**src/rtl/rf_write_scheduler_pkg.sv**
```systemverilog
// rtl/rf_write_scheduler_pkg.sv - shared types and constants for the register-file write scheduler
package rf_write_scheduler_pkg;

    typedef enum logic {
        REQ_LSU = 1'b0,
        REQ_APU = 1'b1
    } req_e;

    localparam int X0_ADDR     = 0;
    localparam int COLL_LIMIT  = 7;
    localparam int COLL_CNT_W  = 3;
    localparam int GRANT_CNT_W = 16;

endpackage

```
**src/rtl/rf_write_scheduler_rr_arbiter2.sv**
```systemverilog
// rtl/rf_write_scheduler_rr_arbiter2.sv - two-input round-robin arbiter with last-grant register
module rf_write_scheduler_rr_arbiter2
    import rf_write_scheduler_pkg::*;
(
    input  logic       clk_int,
    input  logic       rst_n,
    input  logic       en,
    input  logic [1:0] valid,
    input  logic [1:0] block,
    output logic [1:0] ready,
    output logic [1:0] accept
);

    req_e last_grant;

    // A requester is refused only when the other one is contending and it is the other's turn,
    // so a requester's ready never looks at its own valid.
    always_comb begin
        ready[REQ_LSU] = en && !block[REQ_LSU]
                         && !(valid[REQ_APU] && !block[REQ_APU] && last_grant == REQ_LSU);
        ready[REQ_APU] = en && !block[REQ_APU]
                         && !(valid[REQ_LSU] && !block[REQ_LSU] && last_grant == REQ_APU);
        accept         = valid & ready;
    end

    always_ff @(posedge clk_int or negedge rst_n) begin
        if (!rst_n) begin
            last_grant <= REQ_APU;
        end else if (accept[REQ_LSU]) begin
            last_grant <= REQ_LSU;
        end else if (accept[REQ_APU]) begin
            last_grant <= REQ_APU;
        end
    end

endmodule

```
**src/rtl/rf_write_scheduler.sv**
```systemverilog
// rtl/rf_write_scheduler.sv - schedules EX, LSU and APU writebacks onto two register-file write ports
module rf_write_scheduler
    import rf_write_scheduler_pkg::*;
#(
    parameter int ADDR_WIDTH = 6,
    parameter int DATA_WIDTH = 32
) (
    input  logic                   clk_int,
    input  logic                   rst_n,
    input  logic                   halt_i,
    input  logic                   ex_we_i,
    input  logic [ADDR_WIDTH-1:0]  ex_waddr_i,
    input  logic [DATA_WIDTH-1:0]  ex_wdata_i,
    input  logic                   lsu_valid_i,
    output logic                   lsu_ready_o,
    input  logic [ADDR_WIDTH-1:0]  lsu_waddr_i,
    input  logic [DATA_WIDTH-1:0]  lsu_wdata_i,
    input  logic                   apu_valid_i,
    output logic                   apu_ready_o,
    input  logic [ADDR_WIDTH-1:0]  apu_waddr_i,
    input  logic [DATA_WIDTH-1:0]  apu_wdata_i,
    output logic                   we_a_o,
    output logic [ADDR_WIDTH-1:0]  waddr_a_o,
    output logic [DATA_WIDTH-1:0]  wdata_a_o,
    output logic                   we_b_o,
    output logic [ADDR_WIDTH-1:0]  waddr_b_o,
    output logic [DATA_WIDTH-1:0]  wdata_b_o,
    output logic [GRANT_CNT_W-1:0] grant_cnt_o
);

    localparam logic [ADDR_WIDTH-1:0] X0 = ADDR_WIDTH'(X0_ADDR);

    logic                  ex_live, lsu_coll, apu_coll;
    logic                  coll_pending, coll_force, ex_write;
    logic [COLL_CNT_W-1:0] coll_cnt;
    logic [1:0]            valid, block, ready, accept;

    always_comb begin
        ex_live      = ex_we_i && (ex_waddr_i != X0);
        lsu_coll     = ex_live && (lsu_waddr_i == ex_waddr_i);
        apu_coll     = ex_live && (apu_waddr_i == ex_waddr_i);
        // Stalled purely by collision: something collides and nothing else could go instead.
        coll_pending = !halt_i
                       && ((lsu_valid_i && lsu_coll) || (apu_valid_i && apu_coll))
                       && !(lsu_valid_i && !lsu_coll) && !(apu_valid_i && !apu_coll);
        coll_force   = coll_pending && (coll_cnt == COLL_CNT_W'(COLL_LIMIT));
        ex_write     = ex_we_i && !coll_force;
        valid        = '0;
        block        = '0;
        valid[REQ_LSU] = lsu_valid_i;
        valid[REQ_APU] = apu_valid_i;
        block[REQ_LSU] = lsu_coll && !coll_force;
        block[REQ_APU] = apu_coll && !coll_force;
    end

    rf_write_scheduler_rr_arbiter2 u_arb (
        .clk_int (clk_int),
        .rst_n   (rst_n),
        .en      (rst_n && !halt_i),
        .valid   (valid),
        .block   (block),
        .ready   (ready),
        .accept  (accept)
    );

    assign lsu_ready_o = ready[REQ_LSU];
    assign apu_ready_o = ready[REQ_APU];

    always_ff @(posedge clk_int or negedge rst_n) begin
        if (!rst_n) begin
            coll_cnt    <= '0;
            we_a_o      <= 1'b0;
            waddr_a_o   <= '0;
            wdata_a_o   <= '0;
            we_b_o      <= 1'b0;
            waddr_b_o   <= '0;
            wdata_b_o   <= '0;
            grant_cnt_o <= '0;
        end else begin
            if (coll_force || !coll_pending) begin
                coll_cnt <= '0;
            end else begin
                coll_cnt <= coll_cnt + COLL_CNT_W'(1);
            end

            we_a_o <= ex_write && (ex_waddr_i != X0);
            if (ex_write && (ex_waddr_i != X0)) begin
                waddr_a_o <= ex_waddr_i;
                wdata_a_o <= ex_wdata_i;
            end

            we_b_o <= 1'b0;
            if (accept[REQ_LSU] && (lsu_waddr_i != X0)) begin
                we_b_o    <= 1'b1;
                waddr_b_o <= lsu_waddr_i;
                wdata_b_o <= lsu_wdata_i;
            end else if (accept[REQ_APU] && (apu_waddr_i != X0)) begin
                we_b_o    <= 1'b1;
                waddr_b_o <= apu_waddr_i;
                wdata_b_o <= apu_wdata_i;
            end

            if ((|accept) && (grant_cnt_o != '1)) begin
                grant_cnt_o <= grant_cnt_o + GRANT_CNT_W'(1);
            end
        end
    end

    // Forced grants mean the in-order pipeline broke its own write ordering.
    a_no_coll_force: assert property (@(posedge clk_int) disable iff (!rst_n) !coll_force);

endmodule

```
**config.mk**
```make
export PLATFORM = sky130hd
export DESIGN_NAME = rf_write_scheduler
export DESIGN_NICKNAME = d
export VERILOG_FILES = /design/src/rtl/rf_write_scheduler_pkg.sv /design/src/rtl/rf_write_scheduler_rr_arbiter2.sv /design/src/rtl/rf_write_scheduler.sv
export SDC_FILE = /design/constraint.sdc
export NUM_CORES = 1
export LEC_CHECK = 0
export ABC_CLOCK_PERIOD_IN_PS = 5020
export CORE_AREA = 8 8 100 102
export DETAILED_ROUTE_END_ITERATION = 8
export DIE_AREA = 0 0 108 110
export DONT_BUFFER_PORTS = 1
export GPL_TIMING_DRIVEN = 0
export PLACE_DENSITY = 0.74
export SETUP_SLACK_MARGIN = 0.05
export SYNTH_ARGS = -nofsm -noshare
export SYNTH_HDL_FRONTEND = slang
export SYNTH_SLANG_ARGS = --single-unit
```
**constraint.sdc**
```tcl
create_clock -name clk_int -period 5.02 [get_ports clk_int]
set_input_delay 0.502 -clock clk_int [delete_from_list [all_inputs] [get_ports clk_int]]
set_output_delay 0.502 -clock clk_int [all_outputs]
set_load 0.02 [all_outputs]
```
==> out/qor.csv, run 1 <==
metric;value;unit
peak fanout along the critical path;6;
reg2reg setup slack;2.39;ns
share of layout cells above drive strength 1;19.82;%
EDFF count, synth;0;
highest clock rate;316.1;MHz
Post-CTS Setup Inserts;0;
vias in the first global route;3382;
Critical Path, Cell by Cell;ha_1 -> ha_1 -> inv_1 -> nor2_1 -> a31o_2 -> o221ai_2 -> nor2_1 -> a211oi_1;
initial antenna violation count;0;
max-slew violation count;0;
yosys warns;0;
multi-input combinational cell area;0.001906;sq mm
CTS sink cnt;98;
synth unique cells;45;
Util after Layout;57.83;%
Placed Instances;525;
Die Area;0.01188;sq mm
Fill cells;707;
CTS resizes;0;
Core Region;0.008466;sq mm
crit end category;primary output;
initial DRC count;189;
final instance area;0.004896;sq mm
Power, Total;2.041;mW
PD cells;417.0;mW/mm^2
sequential share of power;59.3;%
critical path class;reg2out;
Top Ports;216;
clock group share of total power;28.6;%
Net Sw Frac;34.17;%
CTS max path bufs;2;
routed length per instance;22.25;um
Non-Filler Instances;542;
die height;110;um
total gr overflow;0;
Worst VDD drop;0.0001990;V
syn nets;540;
relative slew slack;48.17;%
CTS buffer count;9;
Critical R2R Capture;wdata_a_o[30];
clock latency on the worst-skew pair;0.36;ns
die width;108;um
Slew @ Worst Pin;0.7728;ns
required time worst endpoint;4.52;ns
Final Hold Vio Count;0;
CP peak stage delay;0.67;ns
placed instance area;0.004636;sq mm
Fin Clk Skew;0.01115;ns
FF-to-FF path depth;10;
final setup violation count;0;
root cell of the clock tree;clkbuf_8;
Cell Rows;34;
Area Growth Syn to Fin;8.785;%
# port buffers;0;
clock-pin slew on the worst setup and hold paths;0.10;ns
drt pass-1 iters;4;
status;complete, no violations;
RR Startpoint;coll_cnt[0];
H-tree Lvls;3;
mapped cell area;0.004501;sq mm
Hold-fix buffers, CTS;1;
synthesized instance count;417;
final worst slack;1.856;ns
Int Power;1.344;mW
fin crit share;63.02;%
Seq/Total Area, Yosys;54.52;%
top_reg_cell synth;dfrtp_1;
# DRC;0;
Hold WS;0.04239;ns
Final TNS setup;0;ns
Final Net Count;552;
leakage;2.167;nW
detailed placer's ending HPWL;9.380;mm
Post-Syn Area per Cell;10.79;sq um
via count;3273;
largest net degree at the start of global routing;99;
Max Cap Viol;0;
FF+latch area;0.002454;sq mm
first-pass GRT wire length;18.21;mm
slowest CP cell;a211oi_1;
post-synthesis register bit count;98;
unrepaired setup endpoints after global routing;no;
TritonCTS clock tree;built;
WL final;12.06;mm
asr flop ratio synth;100.0;%
Worst EP arrival;2.66;ns
Comb pwr share;12.1;%
CP Launch Type;register;
fin crit period;3.164;ns
Avg Vias per Cell;6.039;
Min-Delay Path Class;in2async;
gr usage total;19.69;%
antenna viol nets, final;0;
Initial Util;53.16;%
GPL Wtd Cong;0.8072;
Setup WS pre-CTS;1.879;ns
switching power;0.6977;mW
ant diodes;0;
[state kept, by name, indices dropped and copies added (netlist names)]
name	cells
coll_cnt	3
grant_cnt_o	16
u_arb.last_grant	1
waddr_a_o	6
waddr_b_o	6
wdata_a_o	32
wdata_b_o	32
we_a_o	1
we_b_o	1
[placed cells by master, fill, tap and decap left out, types with 10 or more instances in the layout]
| cell type | Yosys | final |
|---|---|---|
| clkbuf_8 | 0 | 10 |
| nor2_1 | 51 | 51 |
| a31oi_1 | 33 | 33 |
| nand2_1 | 73 | 73 |
| xor2_1 | 20 | 20 |
| mux2_2 | 40 | 40 |
| buf_2 | 11 | 11 |
| dfrtp_1 | 97 | 97 |
[cell usage after synthesis, drive strengths merged, types with 2 or more instances]
| cell | instances | area [sq um] |
|---|---|---|
| o211ai | 4 | 35.03 |
| nor3 | 7 | 35.03 |
| xor2 | 20 | 175.2 |
| and3 | 5 | 31.28 |
| inv | 2 | 7.510 |
| nor2 | 51 | 191.4 |
| a21oi | 6 | 30.03 |
| and4 | 4 | 37.54 |
| mux2 | 40 | 450.4 |
| a31oi | 33 | 206.5 |
| nand3 | 8 | 45.04 |
| dfrtp | 97 | 2427 |
| o21ai | 4 | 23.77 |
| nand2 | 73 | 274.0 |
| nor2b | 2 | 12.51 |
| a32oi | 4 | 35.03 |
| nor4 | 4 | 31.28 |
| a211oi | 2 | 15.01 |
| xnor2 | 6 | 52.55 |
| nand4 | 7 | 43.79 |
| ha | 3 | 37.54 |
| buf | 19 | 130.1 |
[power by group through the flow]
stage	logic, mW	registers [mW]	clock network, mW
5_1_grt	0.282	1.23	0.633
3_3_place_gp	0.220	1.23	0
4_1_cts	0.252	1.22	0.599
3_5_place_dp	0.235	1.23	0
2_1_floorplan	0.196	1.18	0
6_report	0.247	1.21	0.584
[layout make-up]
class / instances / share of cell area [%]
Clock buffer: 10 / 2.811
Multi-Input combinational cell: 297 / 38.92
Inverter: 2 / 0.1533
Timing Repair Buffer: 1 / 0.5622
Buffer: 20 / 2.734
Clock inverter: 6 / 1.942
Tap cell: 108 / 2.760
Sequential cell: 98 / 50.11
[worst max-delay path, delay by kind of cell, from the launching register on]
family	cells	cell delay, ns
AO/OA/AOI/OAI	3	1.28
flip-flops	1	0.40
adder cells (fa/ha/maj)	2	0.39
AND/OR/NAND/NOR	2	0.16
buffers and inverters	1	0.07
[routing by layer]
layer,GRT usage [%],wire [um]
met3,9.593,1485
met1,22.87,4502
met2,31.34,5918
met4,6.442,153
met5,0,0
[cell families after synthesis]
| family | count (synthesis) | synth area share (%) |
|---|---|---|
| DFF | 98 | 54.52 |
| xor gates and xnor gates | 26 | 5.060 |
| muxes | 40 | 10.01 |
| AOI/OAI and AO/OA | 64 | 10.40 |
| buffers and inverters | 22 | 3.141 |
| and+or+nand+nor | 164 | 16.04 |
| adders and majority gates | 3 | 0.8341 |
[worst max path at each step]
stage,startpoint,end,slack (ns),cells past startpoint
after floorplan,ex_waddr_i[1],lsu_ready_o,2.13,6
after global placement,ex_waddr_i[1],lsu_ready_o,1.91,6
after detailed placement,ex_waddr_i[1],lsu_ready_o,1.88,6
after CTS,coll_cnt[0],lsu_ready_o,1.82,8
after global routing,coll_cnt[0],lsu_ready_o,1.72,8
final,coll_cnt[0],lsu_ready_o,1.86,8
Note: power is estimated with default switching activity, not from simulation.
==> run 2: changes to the inputs <==
ABC_CLOCK_PERIOD_IN_PS = 3020   (was 5020)
clock period = 3.02 ns   (was 5.02 ns; I/O delays follow)
==> out/qor.csv, run 2 (same netlist as run 1, synthesis figures left out) <==
metric;value;unit;change
status;complete, no violations;;
relative slew slack;67.27;%;+19 points
critical path class;reg2out;;
slowest CP cell;a211oi_2;;
Slew @ Worst Pin;0.4887;ns;-0.2841 ns
switching power;1.160;mW;+66%
Core Region;0.008466;sq mm;unchanged
GPL Wtd Cong;0.8072;;unchanged
CP top delay family;compound AO/OA/AOI/OAI gates;;
detailed placer's ending HPWL;9.380;mm;unchanged
fin crit share;91.64;%;
die height;110;um;unchanged
clock latency on the worst-skew pair;0.36;ns;about the same
Util after Layout;58.01;%;+0.18 points
Final TNS setup;0;ns;unchanged
clock-pin slew on the worst setup and hold paths;0.10;ns;about the same
gr usage total;19.77;%;+0.088 points
total gr overflow;0;;unchanged
sequential share of power;59.3;%;about the same
commonest non-fill, non-tap cell in the layout;dfrtp_1;;
Net Sw Frac;34.17;%;about the same
Final Net Count;553;;+0.18%
initial antenna violation count;0;;unchanged
CTS buffer count;9;;unchanged
H-tree Lvls;3;;unchanged
unrepaired setup endpoints after global routing;no;;
CTS sink cnt;98;;unchanged
highest clock rate;361.3;MHz;
fin crit period;2.767;ns;
required time worst endpoint;2.72;ns;-1.80 ns
Non-Filler Instances;543;;+0.18%
Fin Clk Skew;0.01087;ns;-0.0002817 ns
vias in the first global route;3397;;+0.44%
Cell Rows;34;;unchanged
largest net degree at the start of global routing;99;;unchanged
Worst EP arrival;2.47;ns;-0.19 ns
# DRC;0;;unchanged
drt pass-1 iters;4;;unchanged
final setup violation count;0;;unchanged
peak fanout along the critical path;6;;unchanged
Top Ports;216;;unchanged
share of layout cells above drive strength 1;20.00;%;+0.18 points
TritonCTS clock tree;built;;
Bufs and invs on worst path;1;;unchanged
die width;108;um;unchanged
max-slew violation count;0;;unchanged
Avg Vias per Cell;6.039;;about the same
# port buffers;0;;unchanged
biggest regs;wdata_a_o: 32 flops, wdata_b_o: 32 flops, grant_cnt_o: 16 flops;;
first-pass GRT wire length;18.29;mm;+0.45%
Placed Instances;525;;unchanged
antenna viol nets, final;0;;unchanged
Area Growth Syn to Fin;9.119;%;
root cell of the clock tree;clkbuf_8;;
clock group share of total power;28.5;%;about the same
Min-Delay Path Class;in2reg;;
Final Hold Vio Count;0;;unchanged
leakage;2.172;nW;+0.24%
CP Launch Type;register;;
ant diodes;0;;unchanged
crit end category;primary output;;
Comb pwr share;12.2;%;about the same
routed length per instance;22.34;um;+0.38%
CTS max path bufs;2;;unchanged
Max Cap Viol;0;;unchanged
Critical Path, Cell by Cell;ha_1 -> ha_1 -> inv_1 -> nor2_1 -> a31o_2 -> o221ai_2 -> nor2_1 -> a211oi_2;;
commonest cells after routing, fill and taps aside;97 x dfrtp_1, 73 x nand2_1, 51 x nor2_1, 40 x mux2_2, 33 x a31oi_1;;
Worst VDD drop;0.0003307;V;+66%
initial DRC count;220;;+16%
WL final;12.13;mm;+0.56%
PD cells;691.2;mW/mm^2;+66%
Initial Util;53.16;%;unchanged
CP peak stage delay;0.45;ns;-0.22 ns
Die Area;0.01188;sq mm;unchanged
Int Power;2.235;mW;+66%
via count;3279;;+0.18%
==> run 2: changes by cell type in the layout (fill, tap and decap cells not counted) <==
| cell | previous run | this run |
|---|---|---|
| dlygate4sd3_1 | 0 | 1 |
| a211oi_2 | 0 | 1 |
| a211oi_1 | 2 | 1 |
==> run 2: path summary, 6_finish.rpt <==
kind	start	endpoint	slack, ns	depth (start not counted)
setup reg to reg	coll_cnt[0]	wdata_a_o[30]	0.34	10
hold reg to reg	coll_cnt[0]	coll_cnt[0]	0.45	1
min in group asynchronous	rst_n	grant_cnt_o[4]	0.52	2
max in group asynchronous	rst_n	u_arb.last_grant	2.11	2
hold / removal	apu_wdata_i[18]	wdata_b_o[18]	0.08	2
setup / recovery	coll_cnt[0]	lsu_ready_o	0.25	8
==> run 2: repair_timing <==
item,in CTS,in global routing
gates resized for setup,1,0
endpoints found under the hold margin,98,0
hold buffers,2,0
endpoints found under the setup margin,1,0
buffers inserted,0,0
==> run 2: area by class of cell <==
cell class	instances	area, sq um
Buffer	20	133.9
Clock buffer	10	137.6
Clock inverter	6	95.09
Fill cell	707	3555
Inverter	2	7.507
Multi-Input combinational cell	297	1911
Sequential cell	98	2454
Tap cell	108	135.1
Timing Repair Buffer	2	37.54
==> run 2: through the flow <==
| step | setup slack (ns) | hold WS [ns] | total power, mW | instance area, sq um |
|---|---|---|---|---|
| after floorplan | 0.5286 | 0.006409 | 2.285 | 4501 |
| after global placement | 0.3147 | 0.009134 | 2.403 | 4636 |
| after detailed placement | 0.2795 | 0.009166 | 2.433 | 4636 |
| after CTS | 0.2439 | 0.05925 | 3.438 | 4911 |
| after global routing | 0.1537 | 0.05623 | 3.572 | 4911 |
| final | 0.2526 | 0.07892 | 3.395 | 4911 |
==> run 2: power groups by stage <==
stage	sequential (mW)	combinational, mW	clock (mW)
floorplan	1.96	0.325	0
global placement	2.04	0.365	0
detailed placement	2.04	0.391	0
CTS	2.02	0.421	0.996
global route	2.05	0.472	1.05
finish	2.01	0.415	0.968
==> run 2: worst reg2reg max path, stage by stage, from the launching register on <==
cell and delay, ns:
dfrtp_1 0.40, ha_1 0.20, ha_1 0.19, inv_1 0.07, nor2_1 0.05, a31oi_1 0.38
a21oi_1 0.07, nor2b_1 0.39, buf_4 0.27, buf_4 0.20, mux2_2 0.35
==> run 2: routing by layer <==
layer	up-vias	GRT usage (%)	share of wire (%)
li1	1491	-	-
met1	1584	22.91	37
met2	184	31.52	49
met3	20	9.709	13
met4	0	6.442	1.6
met5	-	0	0
